===== config.mk =====
export PLATFORM = sky130hd
export DESIGN_NAME = tube_readout_ctrl
export DESIGN_NICKNAME = d
export VERILOG_FILES = /design/src/rtl/quarknet_readout_pkg.sv /design/src/rtl/tube_readout_ctrl_frame_tx.sv /design/src/rtl/tube_readout_ctrl.sv
export SDC_FILE = /design/constraint.sdc
export NUM_CORES = 1
export LEC_CHECK = 0
export CAP_MARGIN = 0
export CORE_MARGIN = 1.5
export CORE_UTILIZATION = 41
export CTS_CLUSTER_DIAMETER = 40
export DETAILED_ROUTE_END_ITERATION = 7
export GPL_ROUTABILITY_DRIVEN = 0
export GPL_TIMING_DRIVEN = 0
export MAX_ROUTING_LAYER = met4
export PLACE_DENSITY = 0.65
export SETUP_SLACK_MARGIN = 0.3
export SYNTH_ARGS = -nofsm -noshare
export SYNTH_HDL_FRONTEND = slang
export SYNTH_SLANG_ARGS = --single-unit

===== constraint.sdc =====
create_clock -name CLK -period 4.9 [get_ports CLK]
set_clock_uncertainty 0.1 [all_clocks]
set_input_delay 0.98 -clock CLK [delete_from_list [all_inputs] [get_ports CLK]]
set_output_delay 0.98 -clock CLK [all_outputs]
set_load 0.02 [all_outputs]

===== src/rtl/quarknet_readout_pkg.sv =====
// Shared types and constants for the tube timing bus readout.
// Frame length grows by one checksum byte when TUBE_READOUT_CSUM_EN is defined.
package quarknet_readout_pkg;

  typedef enum logic [2:0] {
    IDLE,
    WAIT_WIN,
    SELECT,
    SETTLE,
    CAPTURE,
    SEND
  } state_t;

  localparam logic [7:0] HDR_BYTE  = 8'hA5;
  localparam logic [7:0] MISS_BYTE = 8'hFF;

  // Header and sequence bytes precede the per-channel time bytes.
  localparam int FRAME_OVERHEAD = 2;
`ifdef TUBE_READOUT_CSUM_EN
  localparam int CSUM_BYTES = 1;
`else
  localparam int CSUM_BYTES = 0;
`endif

  function automatic int frame_len(input int n_tubes);
    return FRAME_OVERHEAD + n_tubes + CSUM_BYTES;
  endfunction

endpackage


===== src/rtl/tube_readout_ctrl_frame_tx.sv =====
// frame_tx: latches a complete event frame and streams it byte by byte on valid/ready.
// OUT_DATA is driven from the latched buffer, so it cannot change while a byte is stalled.
module frame_tx #(
  parameter int LEN = 6
) (
  input  logic                CLK,
  input  logic                RST,
  input  logic                load,
  input  logic [LEN-1:0][7:0] frame,
  input  logic                OUT_READY,
  output logic [7:0]          OUT_DATA,
  output logic                OUT_VALID,
  output logic                done
);

  localparam int IW = $clog2(LEN);

  logic [LEN-1:0][7:0] frame_q;
  logic [IW-1:0]       idx;
  logic                xfer;
  logic                last;

  assign xfer     = OUT_VALID & OUT_READY;
  assign last     = (idx == IW'(LEN - 1));
  assign done     = xfer & last;
  assign OUT_DATA = OUT_VALID ? frame_q[idx] : 8'h00;

  always_ff @(posedge CLK or posedge RST) begin
    if (RST) begin
      frame_q   <= '0;
      idx       <= '0;
      OUT_VALID <= 1'b0;
    end else if (load) begin
      frame_q   <= frame;
      idx       <= '0;
      OUT_VALID <= 1'b1;
    end else if (xfer) begin
      if (last) begin
        idx       <= '0;
        OUT_VALID <= 1'b0;
      end else begin
        idx <= idx + IW'(1);
      end
    end
  end

endmodule


===== src/rtl/tube_readout_ctrl.sv =====
// Tube timing bus readout master: trigger, capture window, per-channel sampling, framed output.
// Optional checksum byte enabled by defining TUBE_READOUT_CSUM_EN.
module tube_readout_ctrl
  import quarknet_readout_pkg::*;
#(
  parameter int          N_TUBES  = 4,
  parameter int          WINDOW   = 255,
  parameter int          READ_LAT = 2,
  parameter int          TIMEOUT  = 16,
  parameter logic [7:0]  HDR      = HDR_BYTE
) (
  input  logic       CLK,
  input  logic       RST,
  input  logic       SCIN_COINC,
  output logic [1:0] CHIP_SEL,
  input  logic [7:0] CHIP_DATA,
  input  logic       DATA_READY,
  output logic [7:0] OUT_DATA,
  output logic       OUT_VALID,
  input  logic       OUT_READY,
  output logic       BUSY,
  output logic [7:0] EVT_COUNT,
  output logic [7:0] DROP_COUNT,
  output logic [3:0] MISS_FLAGS
);

  localparam int         LEN       = frame_len(N_TUBES);
  localparam int         CW        = 16;
  localparam logic [3:0] MISS_MASK = 4'((1 << N_TUBES) - 1);

  state_t              state, next_state;
  logic [CW-1:0]       cnt;
  logic [1:0]          ch;
  logic [1:0]          chip_sel_q;
  logic                coinc_prev;
  logic                armed;
  logic                trig;
  logic [7:0]          seq_q;
  logic [7:0]          evt_q;
  logic [7:0]          drop_q;
  logic [3:0]          miss_q;
  logic [N_TUBES-1:0][7:0] times_q;
  logic [7:0]          cap_byte;
  logic                last_ch;
  logic                chan_done;
  logic                load;
  logic                tx_done;
  logic [LEN-1:0][7:0] frame;
  logic [7:0]          csum;

  // armed stays low until SCIN_COINC is seen low, so a level held through reset cannot trigger.
  assign trig     = SCIN_COINC & ~coinc_prev & armed;
  assign cap_byte = DATA_READY ? CHIP_DATA : MISS_BYTE;
  assign last_ch  = (ch == 2'(N_TUBES - 1));

  always_ff @(posedge CLK or posedge RST) begin
    if (RST) state <= IDLE;
    else     state <= next_state;
  end

  always_comb begin
    next_state = state;
    chan_done  = 1'b0;
    load       = 1'b0;
    case (state)
      IDLE:     if (trig) next_state = (WINDOW == 0) ? SELECT : WAIT_WIN;
      WAIT_WIN: if (cnt == CW'(WINDOW - 1)) next_state = SELECT;
      SELECT:   next_state = (READ_LAT == 0) ? CAPTURE : SETTLE;
      SETTLE:   if (cnt == CW'(READ_LAT - 1)) next_state = CAPTURE;
      CAPTURE: begin
        if (DATA_READY || cnt == CW'(TIMEOUT - 1)) begin
          chan_done = 1'b1;
          if (last_ch) begin
            next_state = SEND;
            load       = 1'b1;
          end else begin
            next_state = SELECT;
          end
        end
      end
      SEND:     if (tx_done) next_state = IDLE;
      default:  next_state = IDLE;
    endcase
  end

  always_ff @(posedge CLK or posedge RST) begin
    if (RST) begin
      cnt        <= '0;
      ch         <= '0;
      chip_sel_q <= '0;
      coinc_prev <= 1'b0;
      armed      <= 1'b0;
      seq_q      <= '0;
      evt_q      <= '0;
      drop_q     <= '0;
      miss_q     <= '0;
      times_q    <= '0;
    end else begin
      coinc_prev <= SCIN_COINC;
      if (!SCIN_COINC) armed <= 1'b1;
      cnt <= (next_state != state) ? '0 : cnt + CW'(1);
      if (trig && state != IDLE && drop_q != 8'hFF) drop_q <= drop_q + 8'd1;
      if (trig && state == IDLE) begin
        miss_q <= '0;
        seq_q  <= evt_q;
        ch     <= '0;
      end
      if (state == SELECT) chip_sel_q <= ch;
      if (chan_done) begin
        times_q[ch] <= cap_byte;
        if (!DATA_READY) miss_q[ch] <= 1'b1;
        ch <= last_ch ? 2'd0 : ch + 2'd1;
      end
      if (tx_done) evt_q <= evt_q + 8'd1;
    end
  end

  // The last channel's byte is still on the bus when the frame is loaded, so it is taken directly.
  always_comb begin
    frame    = '0;
    frame[0] = HDR;
    frame[1] = seq_q;
    for (int i = 0; i < N_TUBES; i++)
      frame[2+i] = (2'(i) == ch) ? cap_byte : times_q[i];
  end

`ifdef TUBE_READOUT_CSUM_EN
  always_comb begin
    csum = seq_q;
    for (int i = 0; i < N_TUBES; i++) csum = csum ^ frame[2+i];
  end
`else
  assign csum = 8'h00;
`endif

  logic [LEN-1:0][7:0] frame_full;

  always_comb begin
    frame_full = frame;
`ifdef TUBE_READOUT_CSUM_EN
    frame_full[LEN-1] = csum;
`endif
  end

  frame_tx #(.LEN(LEN)) u_frame_tx (
    .CLK       (CLK),
    .RST       (RST),
    .load      (load),
    .frame     (frame_full),
    .OUT_READY (OUT_READY),
    .OUT_DATA  (OUT_DATA),
    .OUT_VALID (OUT_VALID),
    .done      (tx_done)
  );

  assign BUSY       = (state != IDLE);
  assign CHIP_SEL   = chip_sel_q;
  assign EVT_COUNT  = evt_q;
  assign DROP_COUNT = drop_q;
  assign MISS_FLAGS = miss_q & MISS_MASK;

endmodule


After elaboration in Yosys (flattened, before gate mapping)
Index checks and enable logic that the tools add are counted.
- bits in registers: 130
- output and inout port bits: 32
- logic and storage cells: 101
- bitwise logic cells: 6
- $add $sub $neg: 5
- reductions and logical operators: 12
- equal/unequal tests: 15
- order comparisons: 3
- multiplexer cells: 38
- operator list (cell ; count):
    8-bit two-way mux ; 8
    32-bit bitwise mux ; 1
    3-bit two-way mux ; 9
    8-bit binary-select mux with 3-bit select ; 1
    3-bit case mux with 6 select lines ; 1
    16-bit by 1-bit adder with 16-bit output, second input constant ; 1
    8-bit by 1-bit adder with 8-bit output, second input constant ; 2
    8-bit demux with 2-bit select ; 1
    16-bit by 1-bit equality test with 1-bit output, second input constant ; 1
    16-bit by 4-bit equality test with 1-bit output, second input constant ; 1
    16-bit by 8-bit equality test with 1-bit output, second input constant ; 1
    16-bit two-way mux ; 1
    4-bit two-way mux ; 3
    3-bit equality test, second input constant ; 3
    1-bit two-way mux ; 9
    8-bit inequality test, second input constant ; 1
    3-bit by 2-bit equality test with 1-bit output, second input constant ; 2
    2-bit two-way mux ; 3
    2-bit nonzero test ; 3
    1-bit AND ; 4
    2-bit equality test, first input constant ; 2
    1-bit logical AND ; 4
    3-bit by 4-bit < comparator with 1-bit output, second input constant ; 1
    4-bit bitwise OR ; 1
    15 further kinds ; 15

Longest topological paths before layout
Gate-level depths: netlist of the first run.
- depth in word-level cells: 8
- depth in mapped cells: 10

By module
From an unflattened synthesis of the first run, not the netlist that was laid out.
- cells, all modules: 588
- area, all modules: 6453.7 µm²
- by module, submodules not included (module ; times used ; area an instance (µm²) ; seq. area each (µm²) ; cells an instance):
    tube_readout_ctrl ; 1 ; 4097.7 ; 2127.0 ; 420
    frame_tx ; 1 ; 2356.0 ; 1301.2 ; 168

Least setup slack after synthesis of the first run
No wires, ideal clock.
- path type: register -> output
- from: register u_frame_tx.idx[1]
- to: output port OUT_DATA[5]
- slack: 2243 ps
- stages on the path, launching flop included: 5
- arrival: 1577 ps
- required time: 3820 ps
- buffers on the path: 2
- path through: dfrtp_1 buf_2 buf_1 mux4_2 o211a_1
- cells in the longest elaborated chain, start to end: 3
- ends and longest elaborated chain (what ; line ; source):
    from (decl) ; tube_readout_ctrl_frame_tx.sv:19 ; logic [IW-1:0] idx;
    from (signal assigned) ; tube_readout_ctrl_frame_tx.sv:42 ; idx <= idx + IW'(1);
    8-bit binary-select mux with 3-bit select ; tube_readout_ctrl_frame_tx.sv:26 ; assign OUT_DATA = OUT_VALID ? frame_q[idx] : 8'h00;
    8-bit two-way mux (implied by the code) ; tube_readout_ctrl_frame_tx.sv:26 ;
    8-bit two-way mux ; tube_readout_ctrl_frame_tx.sv:26 ;
    to (decl) ; tube_readout_ctrl.sv:18 ; output logic [7:0] OUT_DATA,
No other way between the ends. The select of a mux whose other input is x is not followed.

Final worst setup path of the first run
- from: register u_frame_tx.idx[1]
- to: output port OUT_DATA[6]
The elaborated chain is that of the path after synthesis.

==> results of run 1 <==
==> registers in the layout, indices dropped and copies added (netlist names), 2 cells and up <==
name	count
times_q	24
CHIP_SEL	2
EVT_COUNT	8
DROP_COUNT	8
ch	2
u_frame_tx.idx	3
u_frame_tx.frame_q	41
seq_q	8
cnt	16
MISS_FLAGS	4
state	3
==> worst max-delay path, delay by kind of cell, from the launching register on <==
family | cells | cell delay [ns]
flip-flops | 1 | 0.32
AO/OA/AOI/OAI | 2 | 0.36
buffers and inverters | 3 | 1.16
AND/OR/NAND/NOR | 2 | 0.49
==> logic make-up after synthesis <==
logic type	share of synthesized area [%]
XOR/XNOR	3.90
flip-flops	52.3
AND/OR/NAND/NOR	19.4
adder cells (fa/ha/maj)	1.93
AO/OA/AOI/OAI	13.8
buffers and inverters	4.26
multiplexers	4.46
==> metal layers <==
metal  vias up  wire [um]
li1       2218          -
met1      2272       6140
met2       101       6760
met3        18        633
met4         0        185
met5         -          0
==> how the worst max path moves through the flow <==
stage                  end  slack, ns  cells past startpoint
2_1_floorplan  CHIP_SEL[0]       0.58                      1
3_3_place_gp   times_q[21]      -0.99                      2
3_5_place_dp        cnt[6]       1.31                      7
4_1_cts        OUT_DATA[6]       1.07                      7
5_1_grt        OUT_DATA[6]       0.88                      7
6_report       OUT_DATA[6]       1.07                      7
==> synthesized netlist by cell type, types with 4 or more instances <==
cell type and instances:
dfrtp_1 122, o21ai_0 84, nand2_1 139, xnor2_1 17, ha_1 9, a22oi_1 5
and4_1 4, buf_2 4, o211a_1 4, nor4_1 5, inv_1 11, xor2_1 9
nand3_1 13, a211oi_1 7, mux4_2 4, nand4_1 9, mux2i_1 8, nor2_1 20
and2_1 9, clkbuf_1 34, mux2_2 8, a21oi_1 16, nor3_1 5, o22ai_1 5
a211oi_2 5, nor2b_1 9
==> where the power goes <==
group,internal (mW),switching [mW]
clock network,0.754,0.422
logic,0.373,0.575
registers,1.19,0.137
total,2.32,1.13
==> layout make-up <==
cell class	count	area, sq um
flip-flops and latches	122	3050
multi-input cells	427	2540
clock buffers	23	498
well taps	180	225
repair buffers	45	468
plain buffers	45	204
fillers	1297	6780
inverters	12	50.0
clock inverters	7	66.3
==> results.py, run 1 <==
metrics = {
    "run_status": {
        "status": "complete, no violations",
    },
    "timing": {
        "fin_crit_sh_pct": 78.1,
        "fin_crit_ns": 3.83,
        "fmax_mhz": 261,
        "slew_violations": 0,
        "hold_slack_ns": 0.362,
        "max_slew_margin_pct": 44.4,
        "rsz0062_at_grt": "false",
        "finalHoldViolCount": 0,
        "tightest_slew_ns": 0.827,
        "setup_viol": 0,
        "worst_slack_ns": 1.07,
        "final.setup.tns_ns": 0,
    },
    "grt": {
        "groute.layer.met3.usage_pct": 4.46,
        "grt_usage_pct": 20.8,
        "antenna_found_initial": 0,
        "top_usage_layer": "met2",
        "overflow": 0,
        "grt_first_pass_wirelength_um": 23100,
        "grt_max_degree": 97,
        "grt_pass1_vias": 4511,
        "met2_usage_pct": 33.0,
        "gr-usage-met1_pct": 26.5,
    },
    "hold_path": {
        "worstHoldPathType": "reg2reg",
        "holdPathEnd": "armed",
        "holdPathStages": 1,
        "holdCritStartpoint": "armed",
    },
    "clocking": {
        "cts-root-buf": "clkbuf_16",
        "htree_levels": 4,
        "hold_buffers": 0,
        "post_cts_buffers": 0,
        "cts_tree": "done",
        "cts_buffers": 17,
        "clock_latency_ns": 0.41,
        "clk_path_buf_depth": 2,
        "clkTransAtPathRegs_ns": 0.05,
        "cts.repair.resized": 0,
        "clock_sinks": 122,
    },
    "synth": {
        "netlist_top_cells_area": "dfrtp_1, nand2_1, o21ai_0",
        "yosysTopAreaCell": "dfrtp_1",
        "yosysUniqueCellTypes": 52,
        "synth_area_sq_um": 5840,
        "synth_top_area_share_pct": 52.3,
        "yosysSeqAreaShare_pct": 52.3,
        "synth.avg_cell_area_sq_um": 9.64,
        "ys_seq_elements": 122,
        "netlist_instances": 606,
        "synth_edf_count": 0,
        "async_flop_share_pct": 100,
        "syn-num-nets": 628,
        "ys_warn_count": 0,
        "ys.flop_type": "dfrtp_1",
    },
    "cells_and_area": {
        "drive_above_1_share_pct": 9.69,
        "fin_area_sq_um": 7100,
        "n_antenna_cell": 0,
        "nets": 692,
        "area_delta_synth_final_pct": 21.6,
        "most-common-layout-cells": "nand2_1, dfrtp_1, o21ai_0, clkdlybuf4s50_1, clkbuf_1",
        "final_cells": 861,
        "final_common_cell": "nand2_1",
        "final_core_util_pct": 51.2,
    },
    "critical_path": {
        "crit_slowest_cell": "clkdlybuf4s50_1",
        "crit_arrival_ns": 2.75,
        "cp.required_ns": 3.82,
        "r2r_start": "cnt[0]",
        "crit_fanout": 10,
        "cp-start-kind": "register",
        "path_class": "reg2out",
        "crit_chain": "buf_2, buf_1, nor2b_1, a22oi_1, o22ai_1, and2_1, clkdlybuf4s50_1",
        "r2r_end": "MISS_FLAGS[3]",
        "ff2ff_setup_slack_ns": 2.20,
        "cp-startpoint": "u_frame_tx.idx[1]",
        "cp-end-kind": "output port",
        "reg2reg_depth": 8,
        "max_stage_delay_ns": 0.59,
    },
    "power_and_ir_drop": {
        "max-vdd-ir-drop_mv": 0.299,
        "pwr_density_cell_nw_per_um2": 485,
        "p_leak_nw": 3.17,
        "power_mw": 3.45,
    },
    "route": {
        "drc": 0,
        "ant_nets": 0,
        "drtIter0Drc": 266,
        "firstDrtPassIters": 5,
        "vias": 4609,
        "drt-wirelength-per-cell_um": 15.9,
        "routed_wl_um": 13700,
        "vias_per_cell": 5.35,
    },
    "place": {
        "placed_area_sq_um": 6540,
        "dp_hpwl_um": 9810,
        "place_inst": 831,
        "pre_cts_slack_ns": 1.31,
        "port_buffers": 44,
    },
    "floorplan": {
        "die_h_um": 122,
        "io_pins": 45,
        "start_util_pct": 42.1,
        "die_w_um": 122,
        "rows": 43,
        "dieArea_sq_um": 15000,
        "coreArea_sq_um": 13900,
    },
    "run": {
        "max-cap-violations": 0,
    },
}
Power figures use the tool's default switching activity.
==> run 2, diff against run 1 <==
--- a/config.mk
+++ b/config.mk
@@ -13,7 +13,7 @@
 export GPL_ROUTABILITY_DRIVEN = 0
 export GPL_TIMING_DRIVEN = 0
 export MAX_ROUTING_LAYER = met4
-export PLACE_DENSITY = 0.65
+export PLACE_DENSITY = 0.68
 export SETUP_SLACK_MARGIN = 0.3
 export SYNTH_ARGS = -nofsm -noshare
 export SYNTH_HDL_FRONTEND = slang
==> constraint.sdc (replaced) <==
create_clock -name CLK -period 3.5 [get_ports CLK]
set_clock_uncertainty 0.1 [all_clocks]
set_input_delay 0.7 -clock CLK [delete_from_list [all_inputs] [get_ports CLK]]
set_output_delay 0.7 -clock CLK [all_outputs]
set_load 0.02 [all_outputs]
==> run 2 against run 1 <==
  * Sequential power rose by 40%
  * Highest routed layer unchanged
  * Critical path type unchanged
  * Sequential share of layout area down 0.35 points
  * Global-route usage decreased by 0.82 points
  * Via count shrank 0.59%
  * Non-clock buffer count is 2 higher
  * Worst hold slack gained 0.010 ns
  * Setup slack got worse by 0.63 ns
  * Register-to-register slack lost 1.4 ns
  * Clock power increased by 44%
  * Final cell count up 0.35%
==> results.py, run 2 (synthesized netlist as in run 1, its figures left out) <==
metrics = {
    "floorplan": {
        "dieArea_sq_um": 15000,
        "io_pins": 45,
        "die_h_um": 122,
        "die_w_um": 122,
        "start_util_pct": 42.1,
        "rows": 43,
        "coreArea_sq_um": 13900,
    },
    "place": {
        "port_buffers": 44,
        "pre_cts_slack_ns": 0.111,
        "dp_hpwl_um": 9790,
    },
    "timing": {
        "finalHoldViolCount": 0,
        "hold_slack_ns": 0.372,
        "fmax_mhz": 327,
        "final.setup.tns_ns": 0,
        "rsz0062_at_grt": "false",
        "fin_crit_sh_pct": 87.3,
        "tightest_slew_ns": 0.899,
        "setup_viol": 0,
        "max_slew_margin_pct": 39.5,
        "fin_crit_ns": 3.06,
        "slew_violations": 0,
        "worst_slack_ns": 0.443,
    },
    "cells_and_area": {
        "most-common-layout-cells": "nand2_1, dfrtp_1, o21ai_0, clkdlybuf4s50_1, clkbuf_1",
        "nFillCells": 1264,
        "n_antenna_cell": 0,
        "area_delta_synth_final_pct": 22.6,
        "final_core_util_pct": 51.6,
        "nets": 694,
        "final_common_cell": "nand2_1",
        "top_register": "u_frame_tx.frame_q",
        "top_regs": "u_frame_tx.frame_q x41, times_q x24, cnt x16",
        "largest_reg_flops": 41,
        "drive_above_1_share_pct": 10.4,
    },
    "grt": {
        "grt_pass1_vias": 4495,
        "top_usage_layer": "met2",
        "grt_max_degree": 45,
        "overflow": 0,
        "groute.layer.met3.usage_pct": 5.02,
        "antenna_found_initial": 0,
        "grt_usage_pct": 20.0,
        "gr-usage-met1_pct": 24.6,
        "met2_usage_pct": 32.3,
        "grt_first_pass_wirelength_um": 22300,
    },
    "clocking": {
        "clock_sinks": 122,
        "cts_buffers": 17,
        "hold_buffers": 0,
        "cts-root-buf": "clkbuf_16",
        "post_cts_buffers": 0,
        "cts_tree": "done",
        "clk_path_buf_depth": 2,
        "htree_levels": 4,
        "clkTransAtPathRegs_ns": 0.05,
        "clock_latency_ns": 0.41,
    },
    "power_and_ir_drop": {
        "pwr_density_cell_nw_per_um2": 684,
        "p_leak_nw": 3.25,
        "power_mw": 4.90,
        "max-vdd-ir-drop_mv": 0.343,
    },
    "route": {
        "ant_nets": 0,
        "vias": 4582,
        "vias_per_cell": 5.30,
        "drt-wirelength-per-cell_um": 15.6,
        "drtIter0Drc": 288,
        "drc": 0,
        "firstDrtPassIters": 4,
        "routed_wl_um": 13500,
    },
    "run_status": {
        "status": "complete, no violations",
    },
    "critical_path": {
        "cp.required_ns": 2.70,
        "cp-end-kind": "output port",
        "path_class": "reg2out",
        "cp-start-kind": "register",
        "crit_arrival_ns": 2.26,
        "crit_fanout": 10,
    },
    "hold_path": {
        "worstHoldPathType": "reg2reg",
    },
    "run": {
        "max-cap-violations": 0,
    },
}
-- run 2: stage by stage --
| stage | instance area, sq um | std cells |
|---|---|---|
| floorplan | 5850 | 606 |
| global placement | 6510 | 830 |
| detailed placement | 6570 | 833 |
| CTS | 7160 | 864 |
| global route | 7160 | 864 |
| finish | 7160 | 864 |
-- run 2: power breakdown --
group	switching, mW	total (mW)	internal (mW)
clock	0.584	1.70	1.11
sequential	0.191	1.85	1.66
combinational	0.816	1.35	0.533
-- run 2: path summary, 6_finish.rpt --
| path | startpoint | end | slack, ns | cells after the start |
|---|---|---|---|---|
| setup / recovery | u_frame_tx.idx[0] | OUT_DATA[7] | 0.44 | 6 |
| hold / removal | armed | armed | 0.37 | 1 |
| setup reg to reg | cnt[0] | MISS_FLAGS[3] | 0.78 | 8 |
| hold reg to reg | armed | armed | 0.37 | 1 |
| max in group asynchronous | RST | coinc_prev | 2.04 | 4 |
| min in group asynchronous | RST | times_q[19] | 0.54 | 2 |
-- run 2: final cells by class --
cell class / instances / area [sq um] / area share (%)
tap: 180 / 225 / 3.14
multi-input combinational: 427 / 2540 / 35.5
sequential: 122 / 3050 / 42.6
inverter: 12 / 48.8 / 0.681
clock inverter: 8 / 92.6 / 1.29
buffer: 45 / 211 / 2.95
clock buffer: 23 / 488 / 6.81
timing repair buffer: 47 / 502 / 7.00
-- run 2: critical path, cell delays in order, from the launching register on --
cell and delay, ns:
dfrtp_1 0.37, buf_6 0.15, clkbuf_4 0.22, mux2i_1 0.16, o21ai_0 0.17, o211a_1 0.18
clkdlybuf4s50_1 0.60
-- run 2: timing repair --
| item | in CTS | in global routing |
|---|---|---|
| gates cloned | 0 | 0 |
| resized for setup | 7 | 4 |
| setup endpoints to repair | 8 | 5 |
-- run 2: per-layer routing --
metal  part of all wire, %  vias to the layer above
li1                      -                     2213
met1                    45                     2268
met2                    49                       83
met3                   4.2                       18
met4                   1.4                        0
met5                     0                        -
==> run 3, diff against run 2 <==
--- a/config.mk
+++ b/config.mk
@@ -7,13 +7,13 @@
 export LEC_CHECK = 0
 export CAP_MARGIN = 0
 export CORE_MARGIN = 1.5
-export CORE_UTILIZATION = 41
+export CORE_UTILIZATION = 39
 export CTS_CLUSTER_DIAMETER = 40
 export DETAILED_ROUTE_END_ITERATION = 7
 export GPL_ROUTABILITY_DRIVEN = 0
 export GPL_TIMING_DRIVEN = 0
 export MAX_ROUTING_LAYER = met4
-export PLACE_DENSITY = 0.68
+export PLACE_DENSITY = 0.65
 export SETUP_SLACK_MARGIN = 0.3
 export SYNTH_ARGS = -nofsm -noshare
 export SYNTH_HDL_FRONTEND = slang
==> run 3 against run 2 <==
  * Register-to-register slack hardly changed
  * First-iteration DRC count is 2.4% higher
  * Die area is 5.0% higher
  * Final cell count is 0.12% higher
  * Global-route usage is 0.31 points lower
  * Sequential share of layout area is 0.38 points higher
  * Total power is 2.2% lower
  * Via count hardly changed
  * Largest cell class unchanged
  * Highest routed layer unchanged
==> results.py, run 3 (synthesized netlist as in run 1, its figures left out) <==
metrics = {
    "grt": {
        "grt_first_pass_wirelength_um": 23600,
        "grt_max_degree": 44,
        "grt_usage_pct": 19.7,
        "grt_pass1_vias": 4639,
        "overflow": 0,
        "antenna_found_initial": 0,
    },
    "floorplan": {
        "die_w_um": 125,
        "dieArea_sq_um": 15700,
        "coreArea_sq_um": 14600,
        "start_util_pct": 40.0,
        "io_pins": 45,
        "rows": 44,
        "die_h_um": 125,
    },
    "critical_path": {
        "cp-start-kind": "register",
        "crit_slowest_cell": "clkdlybuf4s50_1",
        "path_class": "reg2out",
        "path_delay_family": "buffers and inverters",
        "crit_arrival_ns": 2.26,
        "cp-end-kind": "output port",
        "r2r_start": "u_frame_tx.idx[1]",
        "cp-startpoint": "u_frame_tx.idx[0]",
        "crit_buf_inv": 3,
        "crit_fanout": 10,
        "crit_chain": "buf_6, clkbuf_4, mux2i_1, o21ai_0, o211a_1, clkdlybuf4s50_1",
        "max_stage_delay_ns": 0.60,
        "cp.required_ns": 2.70,
    },
    "cells_and_area": {
        "nets": 693,
        "top_register": "u_frame_tx.frame_q",
        "final_common_cell": "nand2_1",
        "final_cells": 865,
        "largest_reg_flops": 41,
        "drive_above_1_share_pct": 9.40,
        "nFillCells": 1347,
        "area_delta_synth_final_pct": 21.5,
        "n_antenna_cell": 0,
        "top_regs": "u_frame_tx.frame_q x41, times_q x24, cnt x16",
        "most-common-layout-cells": "nand2_1, dfrtp_1, o21ai_0, clkbuf_1, clkdlybuf4s50_1",
    },
    "place": {
        "place_inst": 836,
        "dp_hpwl_um": 10100,
        "pre_cts_slack_ns": 0.102,
        "port_buffers": 44,
    },
    "route": {
        "drtIter0Drc": 295,
        "vias": 4586,
        "ant_nets": 0,
        "firstDrtPassIters": 5,
        "drc": 0,
        "routed_wl_um": 14100,
        "drt-wirelength-per-cell_um": 16.3,
        "vias_per_cell": 5.30,
    },
    "clocking": {
        "htree_levels": 4,
        "clkTransAtPathRegs_ns": 0.05,
        "hold_buffers": 0,
        "cts_tree": "done",
        "post_cts_buffers": 0,
        "clock_latency_ns": 0.41,
        "clk_path_buf_depth": 2,
        "clock_sinks": 122,
        "cts_buffers": 17,
        "cts-root-buf": "clkbuf_16",
    },
    "timing": {
        "rsz0062_at_grt": "false",
        "fin_crit_ns": 3.06,
        "setup_viol": 0,
        "fin_crit_sh_pct": 87.5,
        "final.setup.tns_ns": 0,
        "tightest_slew_ns": 0.978,
        "worst_slack_ns": 0.438,
        "max_slew_margin_pct": 34.2,
        "finalHoldViolCount": 0,
        "fmax_mhz": 327,
        "hold_slack_ns": 0.364,
        "slew_violations": 0,
    },
    "run": {
        "max-cap-violations": 0,
    },
    "power_and_ir_drop": {
        "p_leak_nw": 3.21,
        "power_mw": 4.79,
        "max-vdd-ir-drop_mv": 0.395,
        "pwr_density_cell_nw_per_um2": 675,
    },
    "run_status": {
        "status": "complete, no violations",
    },
    "hold_path": {
        "holdCritStartpoint": "armed",
        "worstHoldPathType": "reg2reg",
    },
}
run 3: cell count changes in the layout (fill, tap and decap cells not counted), sizes merged:
| cell | previous run | this run |
|---|---|---|
| buf | 14 | 12 |
| bufinv | 2 | 1 |
| clkbuf | 57 | 61 |
| clkinv | 5 | 2 |
| clkinvlp | 2 | 1 |
run 3: worst paths after layout:
check | end | slack [ns] | cells after the start
max | OUT_DATA[7] | 0.44 | 6
min | armed | 0.36 | 1
max reg2reg | cnt[10] | 0.77 | 7
min reg2reg | armed | 0.36 | 1
max in group asynchronous | seq_q[2] | 1.86 | 3
min in group asynchronous | u_frame_tx.frame_q[35] | 0.74 | 2
run 3: layer usage:
metal	GRT usage, %	up-vias	routed length (um)	share of wire, %
met5	-	-	0	0
met4	6.75	0	246	1.7
met3	3.81	18	532	3.8
met2	31.6	101	7020	50
met1	25.1	2255	6270	45
li1	-	2212	-	-
run 3: stage by stage:
| stage | utilization (%) | instance area, sq um |
|---|---|---|
| 3_3_place_gp | 44.7 | 6520 |
| 6_report | 48.7 | 7100 |
| 2_1_floorplan | - | 5850 |
| 3_5_place_dp | 44.9 | 6560 |
| 4_1_cts | 48.6 | 7090 |
| 5_1_grt | 48.7 | 7100 |
run 3: layout make-up:
cell class,instances,area [sq um],area share [%]
flip-flops and latches,122,3050,43.0
multi-input cells,427,2540,35.8
clock buffers,26,489,6.89
repair buffers,46,482,6.79
well taps,184,230,3.24
plain buffers,45,214,3.01
inverters,12,48.8,0.687
clock inverters,3,40.0,0.564
run 3: timing repair:
action                                  CTS  global route
endpoints found under the hold margin     0             0
endpoints found under the setup margin    8             4
resized for setup                         7             5
gates cloned                              0             0
run 3: worst reg2reg max path: stages (launching register included):
cell      delay [ns]
dfrtp_1         0.35
clkbuf_4        0.19
nand2b_4        0.21
nor2_2          0.30
o41ai_1         0.15
o31ai_1         0.85
buf_4           0.34
a211oi_2        0.09
run 3: report_power, final:
| group | leakage (nW) | internal, mW | switching (mW) |
|---|---|---|---|
| Clock | 0.260 | 1.02 | 0.572 |
| Sequential | 1.65 | 1.66 | 0.195 |
| Combinational | 1.30 | 0.534 | 0.809 |
| Total | 3.21 | 3.21 | 1.58 |
